`config.mk`:
```
export PLATFORM = sky130hd
export DESIGN_NAME = mb_conf_builder_flat
export DESIGN_NICKNAME = d
export VERILOG_FILES = /design/src/rtl/mb_conf_builder_pkg.sv /design/src/rtl/mb_conf_builder_if.sv /design/src/rtl/mb_conf_builder_eval.sv /design/src/rtl/mb_conf_builder.sv /design/src/flat_wrapper.sv
export SDC_FILE = /design/constraint.sdc
export NUM_CORES = 1
export LEC_CHECK = 0
export CORE_ASPECT_RATIO = 0.7
export CORE_MARGIN = 1.5
export CORE_UTILIZATION = 40
export DETAILED_ROUTE_END_ITERATION = 8
export GPL_TIMING_DRIVEN = 0
export PLACE_DENSITY = 0.69
export SETUP_SLACK_MARGIN = 0.02
export SLEW_MARGIN = 15
export SYNTH_ARGS = -nofsm -noshare
export SYNTH_HDL_FRONTEND = slang
export SYNTH_SLANG_ARGS = --single-unit
```
`constraint.sdc`:
```
create_clock -name clk -period 7.6 [get_ports clk]
set_clock_uncertainty 0.15 [all_clocks]
set_input_delay 1.52 -clock clk [delete_from_list [all_inputs] [get_ports clk]]
set_output_delay 1.52 -clock clk [all_outputs]
set_load 0.1 [all_outputs]
```
`src/rtl/mb_conf_builder_pkg.sv`:
```
// Shared constants, types and group-index helpers for the macroblock configuration builder.
package mb_conf_builder_pkg;

  localparam int unsigned NUM_GROUPS = 13;
  localparam int unsigned CNT_W      = 7;
  localparam int unsigned MB_CONF_W  = NUM_GROUPS * CNT_W;  // 91
  localparam int unsigned GRP_W      = 4;
  localparam int unsigned FG_W       = 3;
  localparam int unsigned NUM_SEL    = (NUM_GROUPS - 1) / 2;  // g_1..g_6

  // Group-index encoding: 0 = motion, 2k-1 = selected g_k, 2k = unselected g_k.
  localparam int unsigned GRP_MOTION     = 0;
  localparam int unsigned GRP_LAST_LEGAL = NUM_GROUPS - 1;

  localparam logic [CNT_W-1:0] CNT_MAX = '1;

  typedef logic [NUM_GROUPS-1:0][CNT_W-1:0] cnt_arr_t;

  typedef enum logic [1:0] {
    StAccum,
    StEval,
    StPush
  } state_e;

  function automatic logic grp_legal(input logic [GRP_W-1:0] grp);
    return int'(grp) <= int'(GRP_LAST_LEGAL);
  endfunction

  function automatic int sel_idx(input int k);
    return 2 * k - 1;
  endfunction

  function automatic int unsel_idx(input int k);
    return 2 * k;
  endfunction

endpackage

```
`src/rtl/mb_conf_builder_if.sv`:
```
// Count input handshake and mb_conf_fifo write-side bundle.
interface mb_conf_builder_if;
  import mb_conf_builder_pkg::*;

  logic                 in_valid;
  logic [GRP_W-1:0]     in_group;
  logic                 in_sign;
  logic                 in_last;
  logic                 in_ready;
  logic                 mb_conf_afull;
  logic [MB_CONF_W-1:0] mb_conf;
  logic [FG_W-1:0]      first_group;
  logic                 has_one_group;
  logic                 mb_conf_wr;

  // Builder side.
  modport slave (
    input  in_valid, in_group, in_sign, in_last, mb_conf_afull,
    output in_ready, mb_conf, first_group, has_one_group, mb_conf_wr
  );

  // Producer / FIFO side.
  modport master (
    output in_valid, in_group, in_sign, in_last, mb_conf_afull,
    input  in_ready, mb_conf, first_group, has_one_group, mb_conf_wr
  );

endinterface

```
`src/rtl/mb_conf_builder_eval.sv`:
```
// Combinational classification of the 13 group counts of one macroblock.
module mb_conf_eval
  import mb_conf_builder_pkg::*;
(
  input  cnt_arr_t        cnt_i,
  output logic [FG_W-1:0] first_group_o,
  output logic            has_one_group_o,
  output logic            all_zero_o,
  output logic            drop_o
);

  logic [NUM_GROUPS-1:0] nz;
  logic [3:0]            num_nz;
  logic                  any_sel;
  logic                  any_unsel;

  // Nonzero map, population count and the selected/unselected summaries.
  always_comb begin
    num_nz    = '0;
    any_sel   = 1'b0;
    any_unsel = 1'b0;
    for (int i = 0; i < NUM_GROUPS; i++) begin
      nz[i]  = |cnt_i[i];
      num_nz = num_nz + {3'b000, nz[i]};
    end
    for (int k = 1; k <= NUM_SEL; k++) begin
      any_sel   = any_sel | nz[sel_idx(k)];
      any_unsel = any_unsel | nz[unsel_idx(k)];
    end
  end

  // Motion wins; otherwise the lowest selected group (scan downwards so smallest k sticks).
  always_comb begin
    first_group_o = '0;
    if (!nz[GRP_MOTION]) begin
      for (int k = NUM_SEL; k >= 1; k--) begin
        if (nz[sel_idx(k)]) first_group_o = FG_W'(k);
      end
    end
  end

  // Entry classification: empty, or only unselected groups present (unusable).
  always_comb begin
    has_one_group_o = (num_nz == 4'd1);
    all_zero_o      = ~|nz;
    drop_o          = !nz[GRP_MOTION] && !any_sel && any_unsel;
  end

endmodule

```
`src/rtl/mb_conf_builder.sv`:
```
// Accumulates signed group counts per macroblock and pushes one packed entry to mb_conf_fifo.
module mb_conf_builder
  import mb_conf_builder_pkg::*;
(
  input  logic                clk,
  input  logic                rst,
  input  logic                clk_en,
  mb_conf_builder_if.slave    bus,
  output logic                sat_err,
  output logic                cfg_err
);

  state_e                 state_q, state_d;
  cnt_arr_t               cnt_q, cnt_d;
  logic [MB_CONF_W-1:0]   mb_conf_q, mb_conf_d;
  logic [FG_W-1:0]        first_group_q, first_group_d;
  logic                   has_one_group_q, has_one_group_d;
  logic                   sat_err_q, sat_err_d;
  logic                   cfg_err_q, cfg_err_d;

  logic [FG_W-1:0]        ev_first_group;
  logic                   ev_has_one_group;
  logic                   ev_all_zero;
  logic                   ev_drop;
  logic                   xfer;

  mb_conf_eval u_eval (
    .cnt_i           (cnt_q),
    .first_group_o   (ev_first_group),
    .has_one_group_o (ev_has_one_group),
    .all_zero_o      (ev_all_zero),
    .drop_o          (ev_drop)
  );

  assign bus.in_ready      = clk_en && (state_q == StAccum);
  assign xfer              = bus.in_valid && bus.in_ready;
  // Combinational so the write lands 2 cycles after the in_last transfer.
  assign bus.mb_conf_wr    = clk_en && (state_q == StPush) && !bus.mb_conf_afull;
  assign bus.mb_conf       = mb_conf_q;
  assign bus.first_group   = first_group_q;
  assign bus.has_one_group = has_one_group_q;
  assign sat_err           = sat_err_q;
  assign cfg_err           = cfg_err_q;

  // Next-state: accumulate, evaluate the finished macroblock, then wait for FIFO room.
  always_comb begin
    state_d         = state_q;
    cnt_d           = cnt_q;
    mb_conf_d       = mb_conf_q;
    first_group_d   = first_group_q;
    has_one_group_d = has_one_group_q;
    sat_err_d       = sat_err_q;
    cfg_err_d       = cfg_err_q;  // a stall freezes the pulse as well
    if (clk_en) begin
      cfg_err_d = 1'b0;
      unique case (state_q)
        StAccum: begin
          if (xfer) begin
            if (!grp_legal(bus.in_group)) begin
              cfg_err_d = 1'b1;
            end else if (bus.in_sign) begin
              if (cnt_q[bus.in_group] == CNT_MAX) begin
                sat_err_d = 1'b1;
              end else begin
                cnt_d[bus.in_group] = cnt_q[bus.in_group] + 1'b1;
              end
            end
            if (bus.in_last) state_d = StEval;
          end
        end
        StEval: begin
          for (int i = 0; i < NUM_GROUPS; i++) begin
            mb_conf_d[MB_CONF_W-1-CNT_W*i -: CNT_W] = cnt_q[i];
          end
          first_group_d   = ev_first_group;
          has_one_group_d = ev_has_one_group;
          if (ev_all_zero || ev_drop) begin
            cnt_d     = '0;
            cfg_err_d = ev_drop;
            state_d   = StAccum;
          end else begin
            state_d = StPush;
          end
        end
        StPush: begin
          if (!bus.mb_conf_afull) begin
            cnt_d   = '0;
            state_d = StAccum;
          end
        end
        default: begin
          cnt_d   = '0;
          state_d = StAccum;
        end
      endcase
    end
  end

  // State and registered outputs; reset discards any partial or pending entry.
  always_ff @(posedge clk or posedge rst) begin
    if (rst) begin
      state_q         <= StAccum;
      cnt_q           <= '0;
      mb_conf_q       <= '0;
      first_group_q   <= '0;
      has_one_group_q <= 1'b0;
      sat_err_q       <= 1'b0;
      cfg_err_q       <= 1'b0;
    end else begin
      state_q         <= state_d;
      cnt_q           <= cnt_d;
      mb_conf_q       <= mb_conf_d;
      first_group_q   <= first_group_d;
      has_one_group_q <= has_one_group_d;
      sat_err_q       <= sat_err_d;
      cfg_err_q       <= cfg_err_d;
    end
  end

endmodule

```
`src/flat_wrapper.sv`:
```
// flat-port wrapper written by rule: the top's interface ports become plain ports
module mb_conf_builder_flat import mb_conf_builder_pkg::*;
  (clk, rst, clk_en, sat_err, cfg_err, bus_in_valid, bus_in_group, bus_in_sign, bus_in_last, bus_mb_conf_afull, bus_in_ready, bus_mb_conf, bus_first_group, bus_has_one_group, bus_mb_conf_wr);
  mb_conf_builder_if bus_i ();
  input  logic clk;
  input  logic rst;
  input  logic clk_en;
  output logic sat_err;
  output logic cfg_err;
  input wire logic [$bits(bus_i.in_valid)-1:0] bus_in_valid;
  input wire logic [$bits(bus_i.in_group)-1:0] bus_in_group;
  input wire logic [$bits(bus_i.in_sign)-1:0] bus_in_sign;
  input wire logic [$bits(bus_i.in_last)-1:0] bus_in_last;
  input wire logic [$bits(bus_i.mb_conf_afull)-1:0] bus_mb_conf_afull;
  output wire logic [$bits(bus_i.in_ready)-1:0] bus_in_ready;
  output wire logic [$bits(bus_i.mb_conf)-1:0] bus_mb_conf;
  output wire logic [$bits(bus_i.first_group)-1:0] bus_first_group;
  output wire logic [$bits(bus_i.has_one_group)-1:0] bus_has_one_group;
  output wire logic [$bits(bus_i.mb_conf_wr)-1:0] bus_mb_conf_wr;
  assign bus_i.in_valid = bus_in_valid;
  assign bus_i.in_group = bus_in_group;
  assign bus_i.in_sign = bus_in_sign;
  assign bus_i.in_last = bus_in_last;
  assign bus_i.mb_conf_afull = bus_mb_conf_afull;
  assign bus_in_ready = bus_i.in_ready;
  assign bus_mb_conf = bus_i.mb_conf;
  assign bus_first_group = bus_i.first_group;
  assign bus_has_one_group = bus_i.has_one_group;
  assign bus_mb_conf_wr = bus_i.mb_conf_wr;
  mb_conf_builder u_core (.clk(clk), .rst(rst), .clk_en(clk_en), .bus(bus_i), .sat_err(sat_err), .cfg_err(cfg_err));
endmodule
```
==> metrics.txt <==
status=finished clean; worst hold slack=0.331 ns; CP Cell Sequence=clkdlybuf4s50_1 > nor4bb_1 > clkdlybuf4s50_1; Remaining Overflow, GRT=0; # setup viols final=0; core area=21800 µm²; crit end category=output port; Root Driver=clkbuf_16; Mapped Avg Cell Area=12.6 µm²; WL final=27000 µm; largest net degree at the start of global routing=103; post-route cell area=11000 µm²; unrepaired setup endpoints after global routing=no; Reg clk slew, reported paths=0.07 ns; placed cells=1105; Post CTS Setup Buffer Count=0; DRC=0; Mapped Cells=714; # nets final=865; DRT iter0 DRCs=736; Async SR Flop Fraction=1.00; Tcrit/Tclk final=0.735; most frequent cells in the layout=190 x dfrtp_1, 108 x clkdlybuf4s50_1, 88 x mux2_2; Final Util=0.506; Chip Height=128 µm; drt first pass iters=5; yosys warns=0; Netlist cell types=63; share of layout cells above drive strength 1=0.205; hold_buf cts=0; total power draw=3.72 mW; Setup CP Type=input pin to output port; clock buffer depth=2; worst-margin pin slew=1.05 ns; buffers plus inverters on the worst setup path=2; routed vias/inst=5.87; Sink Count=190; Post-DRT Antenna Nets=0; Initial Util=0.411; CTS tree=built; HPWL after DPL=19800 µm; worst endpoint required time=5.93 ns; power per cell area=337 nW/µm²; Num CTS Buffers=17; Syn-to-layout area delta=22.9%; Combinational Power Share=0.425; LEAKAGE=4.89 nW; Die ar.=23400 µm²; first-pass GRT wire length=41500 µm; Max VDD drop=0.255 mV; FP Rows=45; Int Power=2.07 mW; most common library cell in the layout ignoring fill and taps=dfrtp_1; FMAX=179 MHz; crit-path max cell delay=1.23 ns; Worst path most repeated cell=clkdlybuf4s50_1; fill count=1977; Max Cap Violations=0; Die X=182 µm; dominant synthesized flop cell=dfrtp_1; Worst Path Arrival=3.92 ns; antenna violations before repair=0; vias in the first global route=6601; HP Class=flop to flop; register area share after synthesis=0.529; ANT cells=0; H-tree depth=4; clock share of power=0.241; Mapped Area=8990 µm²; top-level I/O count=110; Crit path max-delay family=buffers and inverters; GPL Wtd Cong=0.963; Final Max Slew Viols=0; Flop pwr share=0.334; CP Launch Type=input pin; CP Max Fanout=7; Final Hold Vio Count=0; total track usage=0.242; post-route insts no fill=1137; flop and latch count out of synthesis=190; Port-buffer cells=108; Vias=6669; Placed Area=10500 µm²; Tmin final=5.59 ns; Resize count post-CTS=0; wire per inst=23.8 µm; Slew HR=0.293; Synth Net Count=737; EDFF count, synth=0; clock latency on the worst-skew pair=0.44 ns; Sw Share=0.443; P_sw=1.65 mW; Crit-path slowest cell=clkdlybuf4s50_1
==> worst paths after layout <==
| path | slack, ns | end | depth (start not counted) | startpoint |
|---|---|---|---|---|
| worst max-delay path | 2.01 | bus_mb_conf_wr | 3 | clk_en |
| worst min-delay path | 0.33 | u_core.bus.mb_conf[0]$_DFFE_PP0P_ | 2 | u_core.bus.mb_conf[0]$_DFFE_PP0P_ |
| worst max register to register | 2.40 | u_core.bus.has_one_group$_DFFE_PP0P_ | 14 | u_core.cnt_q[24]$_DFFE_PP0P_ |
| worst min register to register | 0.33 | u_core.bus.mb_conf[0]$_DFFE_PP0P_ | 2 | u_core.bus.mb_conf[0]$_DFFE_PP0P_ |
| max in group asynchronous | 4.97 | u_core.cnt_q[37]$_DFFE_PP0P_ | 3 | rst |
| min in group asynchronous | 1.41 | u_core.bus.mb_conf[77]$_DFFE_PP0P_ | 2 | rst |
==> metal layers <==
| layer | up-vias | global-route usage | wire length, µm |
|---|---|---|---|
| li1 | 2953 | - | - |
| met4 | 0 | 0.0783 | 502 |
| met1 | 3373 | 0.370 | 13300 |
| met2 | 305 | 0.317 | 10700 |
| met3 | 38 | 0.0810 | 2560 |
| met5 | - | 0 | 0 |
==> cell type report <==
type	instances	area (µm²)	share of cell area
Inverter	25	101	0.00918
Clock buffer	20	467	0.0423
Clock inverter	12	121	0.0110
Tap cell	282	353	0.0319
Timing Repair Buffer	109	1110	0.100
Sequential cell	190	4750	0.430
Buffer	41	249	0.0225
Multi-Input combinational cell	458	3890	0.352
==> worst min-delay path: cells and delay by family (launching register included) <==
family | cells | cell delay (ns)
flip-flops | 1 | 0.34
AO/OA/AOI/OAI | 1 | 0.06
AND/OR/NAND/NOR | 1 | 0.04
==> cell families after synthesis <==
kind of cell	count (synthesis)	synth area share
flops	190	0.529
fa+ha+maj	12	0.0234
compound gates	159	0.135
buf+inv	66	0.0381
xor+xnor	5	0.00571
mux	125	0.157
simple gates	157	0.112
==> power by group through the flow <==
stage | combinational (mW) | sequential [mW] | clock, mW
2_1_floorplan | 0.683 | 1.71 | 0
3_3_place_gp | 1.56 | 1.25 | 0
3_5_place_dp | 1.56 | 1.25 | 0
4_1_cts | 1.57 | 1.24 | 0.912
5_1_grt | 1.70 | 1.26 | 0.957
6_report | 1.58 | 1.24 | 0.898
==> cell usage after synthesis, types with 3 or more instances <==
master     instances  area, µm²
nand3_4            9        158
nor2b_1            7       43.8
fa_1               8        160
dfrtp_1          190       4750
buf_6              7       78.8
ha_1               4       50.1
and2_1             3       18.8
nand4_1            7       43.8
and3_1             4       25.0
buf_2             12       60.1
o2bb2ai_1         87        762
nor4_1            14       87.6
inv_1             25       93.8
mux4_2             3       67.6
mux2i_1           33        330
nand2_1           46        173
clkbuf_1          10       37.5
a21oi_1            8       40.0
buf_4              3       22.5
o21ai_0           28        140
o22ai_1           17        106
nor3_1            12       60.1
buf_1              8       30.0
nand3_1           20        100
mux2_2            88        991
nor2_1            11       41.3
==> through the flow <==
step / setup slack [ns] / TNS [ns]
floorplan: 0.760 / 0
global placement: -1.71 / -320.90
detailed placement: 2.07 / 0
CTS: 2.05 / 0
global route: 2.00 / 0
finish: 2.01 / 0
==> registers in the layout, summed over array words and instances, names as in the netlist <==
signal                    flops
u_core.bus.first_group        3
u_core.bus.has_one_group      1
u_core.bus.mb_conf           91
u_core.cfg_err                1
u_core.cnt_q                 91
u_core.sat_err                1
u_core.state_q                2
Note: power is estimated with default switching activity, not from simulation.
